File: config.mk
export PLATFORM = sky130hd
export DESIGN_NAME = vga_rect_fill
export DESIGN_NICKNAME = d
export VERILOG_FILES = /design/src/rtl/vga_pkg.sv /design/src/rtl/vga_rect_clip.sv /design/src/rtl/vga_rect_fill.sv
export SDC_FILE = /design/constraint.sdc
export NUM_CORES = 1
export LEC_CHECK = 0
export BUFFER_PORTS_ARGS = -buffer_cell sky130_fd_sc_hd__buf_4
export CAP_MARGIN = 0
export CORE_ASPECT_RATIO = 0.9
export CORE_MARGIN = 5
export CORE_UTILIZATION = 38
export CTS_BUF_LIST = sky130_fd_sc_hd__clkbuf_8
export DETAILED_ROUTE_END_ITERATION = 7
export HOLD_SLACK_MARGIN = 0.12
export SYNTH_ARGS = -nofsm -noshare
export SYNTH_HDL_FRONTEND = slang
export SYNTH_SLANG_ARGS = --single-unit
File: constraint.sdc
create_clock -name clk -period 4.3 [get_ports clk]
set_clock_uncertainty 0.15 [all_clocks]
set_input_delay 0.43 -clock clk [delete_from_list [all_inputs] [get_ports clk]]
set_output_delay 0.43 -clock clk [all_outputs]
set_load 0.03 [all_outputs]
File: src/rtl/vga_pkg.sv
// Shared constants and types for the rectangle-fill pixel writer.
package vga_pkg;
    localparam int SCREEN_W = 160;
    localparam int SCREEN_H = 120;
    localparam int X_W      = 8;
    localparam int Y_W      = 7;
    localparam int COLOR_W  = 3;

    typedef enum logic [1:0] {
        IDLE = 2'd0,
        FILL = 2'd1,
        DONE = 2'd2
    } state_t;

    typedef struct packed {
        logic [X_W-1:0]     x0;
        logic [Y_W-1:0]     y0;
        logic [X_W-1:0]     width;
        logic [Y_W-1:0]     height;
        logic [COLOR_W-1:0] color;
    } rect_cmd_t;
endpackage

File: src/rtl/vga_rect_clip.sv
// Combinational clip of a rectangle command against the frame buffer bounds.
module vga_rect_clip #(
    parameter int SCREEN_W = 160,
    parameter int SCREEN_H = 120
) (
    input  logic [7:0] x0,
    input  logic [6:0] y0,
    input  logic [7:0] width,
    input  logic [6:0] height,
    output logic [7:0] x_end,
    output logic [6:0] y_end,
    output logic       empty
);
    localparam logic [8:0] X_MAX = 9'(SCREEN_W - 1);
    localparam logic [8:0] Y_MAX = 9'(SCREEN_H - 1);

    logic [8:0] x_last;
    logic [8:0] y_last;

    // 9-bit sums so origin+size never wraps before the min() against the screen edge
    assign x_last = {1'b0, x0} + {1'b0, width} - 9'd1;
    assign y_last = {2'b0, y0} + {2'b0, height} - 9'd1;

    assign x_end = (x_last > X_MAX) ? X_MAX[7:0] : x_last[7:0];
    assign y_end = (y_last > Y_MAX) ? Y_MAX[6:0] : y_last[6:0];

    assign empty = (width == 8'd0) || (height == 7'd0) ||
                   ({1'b0, x0} >= 9'(SCREEN_W)) || ({2'b0, y0} >= 9'(SCREEN_H));
endmodule

File: src/rtl/vga_rect_fill.sv
// Rectangle fill engine: one raster-ordered pixel write per unstalled cycle into vga_core.
module vga_rect_fill #(
    parameter int SCREEN_W = 160,
    parameter int SCREEN_H = 120
) (
    input  logic       clk,
    input  logic       resetn,
    input  logic       start,
    input  logic [7:0] x0,
    input  logic [6:0] y0,
    input  logic [7:0] width,
    input  logic [6:0] height,
    input  logic [2:0] color_in,
    input  logic       stall,
    output logic       ready,
    output logic       done,
    output logic [7:0] x,
    output logic [6:0] y,
    output logic [2:0] color,
    output logic       plot
);
    import vga_pkg::*;

    state_t    state_q, state_d;
    rect_cmd_t cmd;
    logic [7:0] x_q, x_start_q, x_end_q, clip_x_end;
    logic [6:0] y_q, y_end_q, clip_y_end;
    logic [2:0] color_q;
    logic       clip_empty, accept, last_px;

    assign cmd = '{x0: x0, y0: y0, width: width, height: height, color: color_in};

    vga_rect_clip #(.SCREEN_W(SCREEN_W), .SCREEN_H(SCREEN_H)) u_clip (
        .x0    (cmd.x0),
        .y0    (cmd.y0),
        .width (cmd.width),
        .height(cmd.height),
        .x_end (clip_x_end),
        .y_end (clip_y_end),
        .empty (clip_empty)
    );

    assign accept  = (state_q == IDLE) && start;
    assign last_px = (x_q == x_end_q) && (y_q == y_end_q);

    always_ff @(posedge clk or negedge resetn) begin
        if (!resetn) state_q <= IDLE;
        else         state_q <= state_d;
    end

    always_comb begin
        state_d = state_q;
        case (state_q)
            IDLE:    if (start) state_d = clip_empty ? DONE : FILL;
            FILL:    if (!stall && last_px) state_d = DONE;
            DONE:    state_d = IDLE;
            default: state_d = IDLE;
        endcase
    end

    always_comb begin
        ready = (state_q == IDLE);
        done  = (state_q == DONE);
        plot  = (state_q == FILL) && !stall;
    end

    // Position stays on the last written pixel once the fill finishes.
    always_ff @(posedge clk or negedge resetn) begin
        if (!resetn) begin
            x_q       <= '0;
            y_q       <= '0;
            color_q   <= '0;
            x_start_q <= '0;
            x_end_q   <= '0;
            y_end_q   <= '0;
        end else if (accept) begin
            x_start_q <= cmd.x0;
            x_end_q   <= clip_x_end;
            y_end_q   <= clip_y_end;
            if (!clip_empty) begin
                x_q     <= cmd.x0;
                y_q     <= cmd.y0;
                color_q <= cmd.color;
            end
        end else if (plot && !last_px) begin
            if (x_q == x_end_q) begin
                x_q <= x_start_q;
                y_q <= y_q + 7'd1;
            end else begin
                x_q <= x_q + 8'd1;
            end
        end
    end

    assign x     = x_q;
    assign y     = y_q;
    assign color = color_q;
endmodule

==> impl_metrics.prom, run 1 <==
# TYPE chip_impl_metric gauge
chip_impl_metric{name="fin_setup_tns",unit="ns"} 0
chip_impl_metric{name="route.detailed.drc",unit=""} 0
chip_impl_info{name="critical_path_cell_by_cell",value="buf_4 > ha_1 > fa_1 > inv_1 > ha_1 > xor3_1 > a2111oi_0 > o311ai_0 > o211ai_1 > a21oi_1 > nor4_2 > a21oi_1"} 1
chip_impl_metric{name="finalNetCount",unit=""} 515
chip_impl_info{name="cts_tree",value="done"} 1
chip_impl_metric{name="max_cap_violations",unit=""} 0
chip_impl_metric{name="vias",unit=""} 2980
chip_impl_metric{name="setup_viol",unit=""} 0
chip_impl_metric{name="timing.critical_path.slowest_cell_delay",unit="ns"} 0.50
chip_impl_metric{name="worst_ep_arrival_time",unit="ns"} 3.22
chip_impl_metric{name="worst_ep_required_time",unit="ns"} 4.31
chip_impl_metric{name="diodes",unit=""} 0
chip_impl_metric{name="synth-edff-count",unit=""} 0
chip_impl_metric{name="cell_count_after_placement",unit=""} 561
chip_impl_metric{name="flow.area_growth_from_synthesis",unit="%"} 18.79
chip_impl_metric{name="detail_route.first_pass.iterations",unit=""} 4
chip_impl_metric{name="placement.io_buffers",unit=""} 57
chip_impl_metric{name="clock_sinks",unit=""} 43
chip_impl_info{name="grt_setup_unrepaired",value="no"} 1
chip_impl_metric{name="routed_wirelength",unit="mm"} 8.479
chip_impl_metric{name="layout_worst_path_cycle_share",unit="%"} 74.52
chip_impl_metric{name="flip_flop_and_latch_count_after_synthesis",unit=""} 43
chip_impl_metric{name="synthesis.area_per_instance",unit="sq um"} 8.596
chip_impl_metric{name="clk_pin_slew",unit="ns"} 0.09
chip_impl_info{name="ys.flop_type",value="sky130_fd_sc_hd__dfrtp_1"} 1
chip_impl_metric{name="syn_nets",unit=""} 457
chip_impl_info{name="timing.hold.worst.class",value="in -> reg"} 1
chip_impl_metric{name="period_needed",unit="ns"} 3.204
chip_impl_metric{name="final_layout_size_suffix_gt1_share",unit="%"} 18.93
chip_impl_metric{name="dr.first_iter.drc_count",unit=""} 148
chip_impl_metric{name="synth-async-reset-ratio",unit="%"} 100.0
chip_impl_metric{name="detail-route-antenna-nets",unit=""} 0
chip_impl_metric{name="post_cts_hold_buffer_count",unit=""} 1
chip_impl_metric{name="synth_cell_types",unit=""} 58
chip_impl_metric{name="hold_viol_final",unit=""} 0
chip_impl_metric{name="timing.slew.headroom",unit="%"} 31.77
chip_impl_metric{name="htree_num_levels",unit=""} 2
chip_impl_metric{name="clk_path_buf_depth",unit=""} 2
chip_impl_metric{name="synthesis.instances",unit=""} 392
chip_impl_metric{name="vias_per_cell",unit=""} 5.246
chip_impl_metric{name="floorplan.die_area",unit="sq mm"} 0.01085
chip_impl_metric{name="num_io_pins",unit=""} 58
chip_impl_metric{name="power.leakage",unit="nW"} 1.887
chip_impl_info{name="run_status",value="finished clean"} 1
chip_impl_info{name="critical_path.endpoint_type",value="register"} 1
chip_impl_metric{name="worst_hold_slack",unit="ns"} 0.2082
chip_impl_metric{name="post_cts.repair.setup_buffers",unit=""} 0
chip_impl_metric{name="fp.dieH",unit="um"} 99.33
chip_impl_metric{name="detailed_place_hpwl",unit="mm"} 6.775
chip_impl_metric{name="layout.filler_cells",unit=""} 872
chip_impl_info{name="critical_path_class",value="in -> reg"} 1
chip_impl_metric{name="grt_util_all_layers",unit="%"} 16.19
chip_impl_metric{name="yosysWarnings",unit=""} 0
chip_impl_info{name="clock-root-buffer",value="sky130_fd_sc_hd__clkbuf_8"} 1
chip_impl_metric{name="grt_pass1_wl",unit="mm"} 14.19
chip_impl_info{name="timing.critical_path.slowest_stage_cell",value="sky130_fd_sc_hd__fa_1"} 1
chip_impl_metric{name="post_cts.resized_instances",unit=""} 0
chip_impl_metric{name="num_rows",unit=""} 32
chip_impl_metric{name="peakVddDrop",unit="mV"} 0.3244
chip_impl_metric{name="final-max-slew-violation-count",unit=""} 0
chip_impl_metric{name="path_max_fanout",unit=""} 4
chip_impl_metric{name="drt-wirelength-per-cell",unit="um"} 14.93
chip_impl_metric{name="cellPowerDensity",unit="mW/mm^2"} 556.5
chip_impl_metric{name="synth.yosys.seq_area_share",unit="%"} 31.93
chip_impl_metric{name="worst_pin_slew",unit="ns"} 1.024
chip_impl_metric{name="floorplan_die_width",unit="um"} 109.3
chip_impl_metric{name="grt_overflow_total",unit=""} 0
chip_impl_metric{name="worst_skew_pair.late_latency",unit="ns"} 0.30
chip_impl_metric{name="grt_antenna_before_repair",unit=""} 0
chip_impl_metric{name="area_of_the_core_region",unit="sq mm"} 0.008608
chip_impl_metric{name="starting_density",unit="%"} 39.14
chip_impl_metric{name="fmaxAchievable",unit="MHz"} 312.1
chip_impl_metric{name="first_global_vias",unit=""} 2854
chip_impl_info{name="critical_path.startpoint_type",value="primary input"} 1
chip_impl_metric{name="place_congestion",unit=""} 0.8437
chip_impl_metric{name="grt_start_max_net_pins",unit=""} 44
chip_impl_metric{name="cts_buffers",unit=""} 5
chip_impl_metric{name="final-instance-count-excl-fill",unit=""} 568
chip_impl_metric{name="syn_area",unit="sq mm"} 0.003369
[sequential cells by signal, summed over array words and instances (netlist names)]
| register | count |
|---|---|
| color | 3 |
| state_q | 2 |
| x | 8 |
| x_end_q | 8 |
| x_start_q | 8 |
| y | 7 |
| y_end_q | 7 |
[per-layer routing]
layer | wire length, um | track usage (%) | vias to the layer above
li1 | - | - | 1511
met1 | 4347 | 24.88 | 1397
met2 | 3679 | 23.98 | 67
met3 | 385 | 2.466 | 5
met4 | 66 | 3.260 | 0
met5 | 0 | 0 | -
[final cells by class]
type	instances	area, sq um	share of cell area, %
Timing Repair Buffer	61	460.4	11.50
Clock buffer	5	68.82	1.719
Sequential cell	43	1076	26.88
Inverter	39	146.4	3.657
Clock inverter	1	3.754	0.09378
Multi-Input combinational cell	300	2098	52.42
Tap cell	119	148.9	3.720
[synth_stat cells (4+ instances only)]
master | instances | area, sq um
sky130_fd_sc_hd__nor3_1 | 11 | 55.05
sky130_fd_sc_hd__nand4_1 | 6 | 37.54
sky130_fd_sc_hd__o21ai_0 | 29 | 145.1
sky130_fd_sc_hd__a31oi_1 | 8 | 50.05
sky130_fd_sc_hd__ha_1 | 26 | 325.3
sky130_fd_sc_hd__a21oi_1 | 21 | 105.1
sky130_fd_sc_hd__dfrtp_1 | 43 | 1076
sky130_fd_sc_hd__a21o_1 | 4 | 30.03
sky130_fd_sc_hd__and3_1 | 4 | 25.02
sky130_fd_sc_hd__o22a_1 | 6 | 52.55
sky130_fd_sc_hd__nor2_1 | 29 | 108.9
sky130_fd_sc_hd__nand3_1 | 11 | 55.05
sky130_fd_sc_hd__mux2i_1 | 5 | 50.05
sky130_fd_sc_hd__o21a_1 | 4 | 30.03
sky130_fd_sc_hd__mux2_2 | 9 | 101.4
sky130_fd_sc_hd__xnor2_1 | 12 | 105.1
sky130_fd_sc_hd__nor4_1 | 8 | 50.05
sky130_fd_sc_hd__nand2_1 | 40 | 150.1
sky130_fd_sc_hd__inv_1 | 39 | 146.4
sky130_fd_sc_hd__xor2_1 | 19 | 166.4
sky130_fd_sc_hd__clkbuf_1 | 8 | 30.03
[worst max-delay path, delay by kind of cell]
kind	cells	cell delay, ns
compound gates	5	0.94
xor+xnor	1	0.27
fa+ha+maj	3	0.96
buf+inv	2	0.25
simple gates	1	0.37
[worst paths after layout]
kind / startpoint / to / slack [ns] / depth (start not counted)
worst min register to register: state_q[1] / state_q[1] / 0.32 / 1
min in group asynchronous: resetn / x[0] / 0.50 / 2
worst max register to register: x[2] / y[0] / 1.49 / 8
worst min-delay path: x0[1] / x_start_q[1] / 0.21 / 3
max in group asynchronous: resetn / x_end_q[2] / 3.10 / 2
worst max-delay path: y0[0] / y_end_q[1] / 1.10 / 12
[power by group]
| part | internal [mW] | switching (mW) | total [mW] |
|---|---|---|---|
| combinational | 0.515 | 0.668 | 1.18 |
| sequential | 0.594 | 0.213 | 0.807 |
| clock | 0.106 | 0.131 | 0.237 |
| total | 1.22 | 1.01 | 2.23 |
[cell families (layout without fill, tap and decap cells)]
group | after synthesis | in the layout | synth area share [%]
simple gates | 127 | 127 | 18.49
compound gates | 99 | 99 | 19.68
buf+inv | 49 | 106 | 5.793
flops | 43 | 43 | 31.93
xor+xnor | 32 | 32 | 8.763
fa+ha+maj | 28 | 28 | 10.84
mux | 14 | 14 | 4.493
[placed cells by master (no fill, tap or decap), types with 2 or more instances in the layout]
cell	Yosys	routed
sky130_fd_sc_hd__o21bai_1	2	2
sky130_fd_sc_hd__nor3b_1	2	2
sky130_fd_sc_hd__a31oi_1	8	8
sky130_fd_sc_hd__nor4_1	8	8
sky130_fd_sc_hd__xor2_1	19	19
sky130_fd_sc_hd__and2_1	3	3
sky130_fd_sc_hd__mux2i_1	5	5
sky130_fd_sc_hd__o21a_1	4	4
sky130_fd_sc_hd__fa_1	2	2
sky130_fd_sc_hd__a221oi_1	2	2
sky130_fd_sc_hd__nand2_1	40	40
sky130_fd_sc_hd__a21oi_1	21	21
sky130_fd_sc_hd__nor3_1	11	11
sky130_fd_sc_hd__a32oi_1	2	2
sky130_fd_sc_hd__o22a_1	6	6
sky130_fd_sc_hd__a22o_1	3	3
sky130_fd_sc_hd__nand4_1	6	6
sky130_fd_sc_hd__nand3_1	11	11
sky130_fd_sc_hd__xnor2_1	12	12
sky130_fd_sc_hd__ha_1	26	26
sky130_fd_sc_hd__nand2b_1	2	2
sky130_fd_sc_hd__o21ai_0	29	29
sky130_fd_sc_hd__clkbuf_8	0	5
sky130_fd_sc_hd__buf_4	1	60
sky130_fd_sc_hd__and3_1	4	4
sky130_fd_sc_hd__inv_1	39	40
sky130_fd_sc_hd__dfrtp_1	43	43
sky130_fd_sc_hd__a21boi_0	2	2
sky130_fd_sc_hd__a21o_1	4	4
sky130_fd_sc_hd__nor2_1	29	29
sky130_fd_sc_hd__mux2_2	9	9
sky130_fd_sc_hd__nor2b_1	3	3
[per-stage QoR]
step / util, % / cell area, sq um / power (mW) / setup slack, ns
4_1_cts: 46.50 / 4003 / 2.244 / 1.096
3_5_place_dp: 45.54 / 3920 / 2.002 / 0.7872
3_3_place_gp: 45.54 / 3920 / 1.983 / 0.9011
2_1_floorplan: - / 3369 / 1.608 / 1.274
5_1_grt: 46.50 / 4003 / 2.408 / 0.7708
6_report: 46.50 / 4003 / 2.228 / 1.096
Note: power is estimated with default switching activity, not from simulation.
==> run 2, diff against run 1 <==
- ABC_AREA: default -> 1
- clock period: 4.3 -> 2.91 ns (I/O delays scaled with it)
==> impl_metrics.prom, run 2 <==
# TYPE chip_impl_metric gauge
chip_impl_metric{name="worst_ep_required_time",unit="ns"} 2.96
chip_impl_metric{name="pre_cts_ws",unit="ns"} 0.2637
chip_impl_metric{name="sequentialPowerShare",unit="%"} 34.1
chip_impl_metric{name="worst_ep_arrival_time",unit="ns"} 2.80
chip_impl_metric{name="xor_and_xnor_fraction_of_the_mapped_netlist_area",unit="%"} 5.654
chip_impl_metric{name="final-max-slew-violation-count",unit=""} 0
chip_impl_metric{name="hold_viol_final",unit=""} 0
chip_impl_metric{name="cts_buffers",unit=""} 5
chip_impl_metric{name="final_layout_size_suffix_gt1_share",unit="%"} 18.95
chip_impl_metric{name="flow.area_growth_from_synthesis",unit="%"} 20.11
chip_impl_metric{name="detail-route-antenna-nets",unit=""} 0
chip_impl_metric{name="synthesis.instances",unit=""} 506
chip_impl_info{name="yosys-top-cells-area",value="sky130_fd_sc_hd__dfrtp_1 (30%), sky130_fd_sc_hd__nand2_1 (14%), sky130_fd_sc_hd__ha_1 (9.2%)"} 1
chip_impl_metric{name="synth-adder-area-share",unit="%"} 10.32
chip_impl_metric{name="syn_area",unit="sq mm"} 0.003541
chip_impl_metric{name="floorplan.die_area",unit="sq mm"} 0.01135
chip_impl_metric{name="cell_count_after_placement",unit=""} 677
chip_impl_metric{name="detail_route.first_pass.iterations",unit=""} 4
chip_impl_metric{name="synth-compound-area-share",unit="%"} 10.99
chip_impl_metric{name="clock_sinks",unit=""} 43
chip_impl_metric{name="timing.slew.headroom",unit="%"} 58.74
chip_impl_metric{name="power_switching",unit="mW"} 1.558
chip_impl_metric{name="starting_density",unit="%"} 38.80
chip_impl_info{name="final_cell_mix",value="sky130_fd_sc_hd__nand2_1 (130), sky130_fd_sc_hd__inv_1 (84), sky130_fd_sc_hd__buf_4 (57)"} 1
chip_impl_info{name="synthTopCellsByCount",value="sky130_fd_sc_hd__nand2_1 (131), sky130_fd_sc_hd__inv_1 (84), sky130_fd_sc_hd__dfrtp_1 (43)"} 1
chip_impl_metric{name="synth.yosys.seq_area_share",unit="%"} 30.39
chip_impl_metric{name="finalNetCount",unit=""} 634
chip_impl_info{name="grt_setup_unrepaired",value="no"} 1
chip_impl_metric{name="reg2regPathDepth",unit=""} 8
chip_impl_info{name="timing.rr.end",value="x[6]"} 1
chip_impl_metric{name="clock_power_share",unit="%"} 11.8
chip_impl_metric{name="htree_num_levels",unit=""} 2
chip_impl_metric{name="grt_util_all_layers",unit="%"} 15.83
chip_impl_info{name="timing.rr.start",value="state_q[1]"} 1
chip_impl_metric{name="synthesis.area_per_instance",unit="sq um"} 6.998
chip_impl_metric{name="place_congestion",unit=""} 0.7877
chip_impl_metric{name="num_io_pins",unit=""} 58
chip_impl_metric{name="internal_power",unit="mW"} 1.719
chip_impl_metric{name="routed_wirelength",unit="mm"} 8.730
chip_impl_metric{name="grt_antenna_before_repair",unit=""} 0
chip_impl_metric{name="comb_power_share",unit="%"} 54.0
chip_impl_info{name="layout.cells.most_common",value="sky130_fd_sc_hd__nand2_1"} 1
chip_impl_metric{name="fmaxAchievable",unit="MHz"} 363.5
chip_impl_metric{name="final-instance-count-excl-fill",unit=""} 692
chip_impl_metric{name="area_of_the_core_region",unit="sq mm"} 0.009125
chip_impl_metric{name="placement.io_buffers",unit=""} 57
chip_impl_info{name="run_status",value="finished clean"} 1
chip_impl_metric{name="yosysWarnings",unit=""} 0
chip_impl_metric{name="worst_pin_slew",unit="ns"} 0.6183
chip_impl_metric{name="synth.mux.area_fraction",unit="%"} 0
chip_impl_metric{name="max_cap_violations",unit=""} 0
chip_impl_info{name="worst_setup_path_endpoint",value="x_end_q[0]"} 1
chip_impl_metric{name="synth-async-reset-ratio",unit="%"} 100.0
chip_impl_metric{name="yosys.area.top_type_share",unit="%"} 30.39
chip_impl_metric{name="synthSimpleGateAreaFrac",unit="%"} 31.20
chip_impl_metric{name="worst_skew_pair.late_latency",unit="ns"} 0.30
chip_impl_info{name="synth_top_family_by_area",value="simple AND/OR/NAND/NOR gates"} 1
chip_impl_metric{name="first_global_vias",unit=""} 3152
chip_impl_metric{name="diodes",unit=""} 0
chip_impl_metric{name="path_max_fanout",unit=""} 6
chip_impl_metric{name="clk_path_buf_depth",unit=""} 2
chip_impl_info{name="crit_start",value="x0[1]"} 1
chip_impl_metric{name="flip_flop_and_latch_count_after_synthesis",unit=""} 43
chip_impl_metric{name="fin_setup_tns",unit="ns"} 0
chip_impl_info{name="critical_path.endpoint_type",value="register"} 1
chip_impl_info{name="critical_path.startpoint_type",value="primary input"} 1
chip_impl_metric{name="floorplan_die_width",unit="um"} 111.8
chip_impl_metric{name="dr.first_iter.drc_count",unit=""} 113
chip_impl_metric{name="timing.final.ws_setup",unit="ns"} 0.1591
chip_impl_info{name="timing.hold.worst.class",value="in -> reg"} 1
chip_impl_info{name="yosys.cell_count.top_type",value="sky130_fd_sc_hd__nand2_1"} 1
chip_impl_metric{name="grt_overflow_total",unit=""} 0
chip_impl_metric{name="peakVddDrop",unit="mV"} 0.3279
chip_impl_metric{name="clk_pin_slew",unit="ns"} 0.09
chip_impl_metric{name="netSwitchingFraction",unit="%"} 47.54
chip_impl_metric{name="vias",unit=""} 3296
chip_impl_metric{name="route.detailed.drc",unit=""} 0
chip_impl_info{name="synth_area_leader",value="sky130_fd_sc_hd__dfrtp_1"} 1
chip_impl_info{name="cts_tree",value="done"} 1
chip_impl_info{name="clock-root-buffer",value="sky130_fd_sc_hd__clkbuf_8"} 1
chip_impl_info{name="critical_path_class",value="in -> reg"} 1
chip_impl_metric{name="grt_pass1_wl",unit="mm"} 14.84
chip_impl_metric{name="synth-edff-count",unit=""} 0
chip_impl_metric{name="drt-wirelength-per-cell",unit="um"} 12.62
chip_impl_metric{name="synth_cell_types",unit=""} 38
chip_impl_metric{name="power.leakage",unit="nW"} 2.255
chip_impl_metric{name="finish.utilization",unit="%"} 46.61
chip_impl_metric{name="detailed_place_hpwl",unit="mm"} 6.935
chip_impl_metric{name="vias_per_cell",unit=""} 4.763
chip_impl_metric{name="period_needed",unit="ns"} 2.751
chip_impl_metric{name="syn_nets",unit=""} 571
chip_impl_metric{name="post_cts.repair.setup_buffers",unit=""} 0
chip_impl_metric{name="setup_viol",unit=""} 0
chip_impl_metric{name="layout_worst_path_cycle_share",unit="%"} 94.53
chip_impl_metric{name="num_rows",unit=""} 33
chip_impl_metric{name="fp.dieH",unit="um"} 101.6
chip_impl_metric{name="cellPowerDensity",unit="mW/mm^2"} 770.5
chip_impl_metric{name="grt_start_max_net_pins",unit=""} 44
chip_impl_metric{name="r2r_slack",unit="ns"} 0.51
chip_impl_info{name="ys.flop_type",value="sky130_fd_sc_hd__dfrtp_1"} 1
-- run 2: cell types whose count changed after synthesis, sizes merged, moves of 8 or more --
| cell | previous run | this run |
|---|---|---|
| a21oi | 22 | 12 |
| inv | 39 | 91 |
| a31oi | 8 | 0 |
| nand2 | 40 | 146 |
| mux2 | 9 | 0 |
| nand3 | 11 | 40 |
| o21ai | 29 | 42 |
-- run 2: power groups by stage --
| stage | registers (mW) | clock network [mW] | logic (mW) |
|---|---|---|---|
| 4_1_cts | 1.12 | 0.394 | 1.78 |
| 2_1_floorplan | 1.27 | 0 | 1.10 |
| 6_report | 1.12 | 0.387 | 1.77 |
| 3_5_place_dp | 1.13 | 0 | 1.77 |
| 3_3_place_gp | 1.12 | 0 | 1.75 |
| 5_1_grt | 1.16 | 0.417 | 2.01 |
-- run 2: final cells by class --
type | count | area (sq um)
fillers | 939 | 4872
multi-input cells | 363 | 2076
flip-flops and latches | 43 | 1076
repair buffers | 65 | 518.0
inverters | 91 | 341.6
well taps | 122 | 152.6
clock buffers | 5 | 68.82
clock inverters | 3 | 20.02
-- run 2: what timing repair did --
action,CTS,global route
gates resized for setup,0,6
hold buffers,7,0
endpoints found under the setup margin,0,7
endpoints found under the hold margin,49,0
-- run 2: layer usage --
layer / global-route usage (%) / vias to the layer above / wire length [um]
met1: 23.09 / 1486 / 4472
met2: 25.25 / 71 / 3816
met4: 3.181 / 0 / 79
li1: - / 1727 / -
met5: 0 / - / 0
met3: 2.151 / 12 / 362
-- run 2: worst max-delay path, stage by stage --
cell,delay (ns)
sky130_fd_sc_hd__dlygate4sd3_1,0.55
sky130_fd_sc_hd__buf_4,0.11
sky130_fd_sc_hd__inv_1,0.03
sky130_fd_sc_hd__ha_1,0.26
sky130_fd_sc_hd__inv_1,0.04
sky130_fd_sc_hd__ha_2,0.19
sky130_fd_sc_hd__fa_2,0.34
sky130_fd_sc_hd__nand3_1,0.11
sky130_fd_sc_hd__nand3_2,0.10
sky130_fd_sc_hd__a21oi_2,0.13
sky130_fd_sc_hd__o21bai_1,0.08
sky130_fd_sc_hd__xor2_1,0.17
sky130_fd_sc_hd__nand2_2,0.12
sky130_fd_sc_hd__nand2_1,0.08
sky130_fd_sc_hd__o21ai_1,0.14
sky130_fd_sc_hd__inv_1,0.05
-- run 2: through the flow --
stage / power, mW / cell area (sq um) / hold slack, ns
after global routing: 3.585 / 4253 / 0.1481
final: 3.277 / 4253 / 0.1297
after global placement: 2.871 / 4078 / 0.1727
after detailed placement: 2.898 / 4078 / 0.1725
after CTS: 3.296 / 4237 / 0.1258
after floorplan: 2.368 / 3541 / -0.1546
-- run 2: cells by family after synthesis --
| group | Yosys count |
|---|---|
| AOI/OAI and AO/OA | 68 |
| and+or+nand+nor | 245 |
| DFF | 43 |
| buffers and inverters | 100 |
| adders and majority gates | 28 |
| xor gates and xnor gates | 22 |
-- run 2: worst min-delay path by stage --
stage / from / to / slack (ns) / depth (start not counted)
finish: start / state_q[1] / 0.13 / 3
global route: x0[5] / x_start_q[5] / 0.15 / 3
CTS: stall / state_q[0] / 0.13 / 3
detailed placement: resetn / x[1] / 0.17 / 1
global placement: resetn / x_start_q[1] / 0.17 / 1
floorplan: resetn / color[0] / -0.15 / 0
==> run 3, diff against run 2 <==
- clock period: 2.91 -> 2.2 ns (I/O delays scaled with it)
==> impl_metrics.prom, run 3 (synthesis gave the netlist of run 2 again) <==
# TYPE chip_impl_metric gauge
chip_impl_info{name="run_status",value="finished clean"} 1
chip_impl_metric{name="detail_route.first_pass.iterations",unit=""} 4
chip_impl_metric{name="grt_pass1_wl",unit="mm"} 15.50
chip_impl_metric{name="timing.slew.headroom",unit="%"} 63.65
chip_impl_metric{name="floorplan.die_area",unit="sq mm"} 0.01135
chip_impl_metric{name="r2r_slack",unit="ns"} 0.22
chip_impl_metric{name="detail-route-antenna-nets",unit=""} 0
chip_impl_metric{name="routed_wirelength",unit="mm"} 9.033
chip_impl_metric{name="placement.io_buffers",unit=""} 57
chip_impl_metric{name="grt_start_max_net_pins",unit=""} 44
chip_impl_metric{name="pre_cts_ws",unit="ns"} -0.2902
chip_impl_info{name="critical_path.startpoint_type",value="primary input"} 1
chip_impl_info{name="critical_path_class",value="in -> reg"} 1
chip_impl_info{name="grt_setup_unrepaired",value="yes"} 1
chip_impl_metric{name="worst_ep_arrival_time",unit="ns"} 2.23
chip_impl_metric{name="grt_util_all_layers",unit="%"} 16.46
chip_impl_metric{name="area.sequential",unit="sq mm"} 0.001076
chip_impl_metric{name="worst_hold_slack",unit="ns"} 0.1356
chip_impl_metric{name="finish.utilization",unit="%"} 52.52
chip_impl_metric{name="power.leakage",unit="nW"} 2.527
chip_impl_metric{name="peakVddDrop",unit="mV"} 0.3688
chip_impl_metric{name="grt_overflow_total",unit=""} 0
chip_impl_metric{name="cellPowerDensity",unit="mW/mm^2"} 946.6
chip_impl_metric{name="power.total",unit="mW"} 4.536
chip_impl_metric{name="path_max_fanout",unit=""} 6
chip_impl_metric{name="clock_sinks",unit=""} 43
chip_impl_metric{name="period_needed",unit="ns"} 2.145
chip_impl_metric{name="vias",unit=""} 3470
chip_impl_info{name="layout.cells.most_common",value="sky130_fd_sc_hd__nand2_1"} 1
chip_impl_metric{name="clk_path_buf_depth",unit=""} 2
chip_impl_metric{name="timing.final.ws_setup",unit="ns"} 0.05483
chip_impl_metric{name="worst_skew_pair.late_latency",unit="ns"} 0.29
chip_impl_metric{name="final-instance-count-excl-fill",unit=""} 744
chip_impl_metric{name="num_io_pins",unit=""} 58
chip_impl_metric{name="fp.dieH",unit="um"} 101.6
chip_impl_info{name="cts_tree",value="done"} 1
chip_impl_info{name="final_cell_mix",value="sky130_fd_sc_hd__nand2_1 (129), sky130_fd_sc_hd__buf_4 (104), sky130_fd_sc_hd__inv_1 (82)"} 1
chip_impl_metric{name="final_layout_size_suffix_gt1_share",unit="%"} 28.30
chip_impl_metric{name="worst_hold_path.num_cells",unit=""} 4
chip_impl_metric{name="cell_count_after_placement",unit=""} 722
chip_impl_metric{name="floorplan_die_width",unit="um"} 111.8
chip_impl_metric{name="vias_per_cell",unit=""} 4.664
chip_impl_metric{name="layout.filler_cells",unit=""} 878
chip_impl_metric{name="worst_ep_required_time",unit="ns"} 2.29
chip_impl_metric{name="layout_worst_path_cycle_share",unit="%"} 97.51
chip_impl_metric{name="num_rows",unit=""} 33
chip_impl_metric{name="setup_viol",unit=""} 0
chip_impl_metric{name="first_global_vias",unit=""} 3341
chip_impl_metric{name="htree_num_levels",unit=""} 2
chip_impl_metric{name="route.detailed.drc",unit=""} 0
chip_impl_metric{name="max_cap_violations",unit=""} 0
chip_impl_metric{name="dr.first_iter.drc_count",unit=""} 106
chip_impl_metric{name="fmaxAchievable",unit="MHz"} 466.2
chip_impl_metric{name="diodes",unit=""} 0
chip_impl_metric{name="area_of_the_core_region",unit="sq mm"} 0.009125
chip_impl_metric{name="drt-wirelength-per-cell",unit="um"} 12.14
chip_impl_metric{name="reg2regPathDepth",unit=""} 12
chip_impl_info{name="timing.hold.worst.class",value="in -> reg"} 1
chip_impl_metric{name="final-max-slew-violation-count",unit=""} 0
chip_impl_metric{name="hold_viol_final",unit=""} 0
chip_impl_metric{name="flow.area_growth_from_synthesis",unit="%"} 35.34
chip_impl_info{name="clock-root-buffer",value="sky130_fd_sc_hd__clkbuf_8"} 1
chip_impl_metric{name="worst_pin_slew",unit="ns"} 0.5453
chip_impl_metric{name="clk_pin_slew",unit="ns"} 0.08
chip_impl_metric{name="detailed_place_hpwl",unit="mm"} 7.218
chip_impl_metric{name="place_congestion",unit=""} 0.7780
chip_impl_metric{name="cts_buffers",unit=""} 5
chip_impl_info{name="critical_path.endpoint_type",value="register"} 1
chip_impl_metric{name="finalNetCount",unit=""} 686
chip_impl_metric{name="starting_density",unit="%"} 38.80
chip_impl_metric{name="multiInputGateArea",unit="sq mm"} 0.002206
chip_impl_metric{name="grt_antenna_before_repair",unit=""} 0
-- run 3: changes by cell type in the layout (fill, tap and decap cells not counted), moves of 4 or more --
cell / change
sky130_fd_sc_hd__buf_4: +47
sky130_fd_sc_hd__nand3_1: -9
sky130_fd_sc_hd__nand3_2: +9
sky130_fd_sc_hd__ha_4: +5
sky130_fd_sc_hd__dlygate4sd3_1: +4
sky130_fd_sc_hd__ha_1: -4
-- run 3: final timing paths --
path	startpoint	endpoint
setup / recovery	y0[0]	y_end_q[4]
min in group asynchronous	resetn	x_start_q[1]
hold reg to reg	x_start_q[4]	x_start_q[4]
hold / removal	x0[4]	x_start_q[4]
max in group asynchronous	resetn	y[0]
setup reg to reg	x[7]	y[2]
-- run 3: area by class of cell --
class                   count  share of cell area, %
flip-flops and latches     43                  22.45
well taps                 122                  3.185
clock buffers               5                  1.436
inverters                  91                  7.493
repair buffers            117                  19.14
multi-input cells         363                  46.03
clock inverters             3                 0.2611
-- run 3: critical path: stages --
cell                      delay, ns
sky130_fd_sc_hd__buf_8         0.10
sky130_fd_sc_hd__ha_4          0.15
sky130_fd_sc_hd__fa_2          0.52
sky130_fd_sc_hd__inv_2         0.05
sky130_fd_sc_hd__ha_4          0.21
sky130_fd_sc_hd__or3_1         0.30
sky130_fd_sc_hd__nor2_1        0.11
sky130_fd_sc_hd__nor2_1        0.05
sky130_fd_sc_hd__nor2_1        0.10
sky130_fd_sc_hd__nand2_1       0.07
sky130_fd_sc_hd__nand2_2       0.07
sky130_fd_sc_hd__nand2_4       0.08
sky130_fd_sc_hd__nand3_1       0.09
sky130_fd_sc_hd__nand2_1       0.05
sky130_fd_sc_hd__inv_1         0.04
-- run 3: metrics by stage --
| step | TNS [ns] | area (sq um) |
|---|---|---|
| 2_1_floorplan | -0.009702 | 3640 |
| 3_3_place_gp | -2.647 | 4502 |
| 3_5_place_dp | -3.617 | 4502 |
| 4_1_cts | 0 | 4693 |
| 5_1_grt | -0.4315 | 4792 |
| 6_report | 0 | 4792 |
-- run 3: power breakdown --
part / total [mW] / internal [mW] / leakage, nW / switching [mW]
registers: 1.45 / 1.14 / 0.514 / 0.314
logic: 2.61 / 1.08 / 1.96 / 1.53
clock network: 0.476 / 0.214 / 0.0505 / 0.262
-- run 3: routing by layer --
layer | global-route usage (%) | part of all wire (%)
met5 | 0 | 0
met4 | 3.368 | 0.82
met2 | 25.85 | 43
met1 | 24.11 | 52
met3 | 2.569 | 3.7
-- run 3: timing repair --
action                     4_1_cts  5_1_grt
resized for setup                0       18
hold endpoints to repair        53        0
setup endpoints to repair        0       14
buffers inserted                 0        3
hold buffers                    11        0
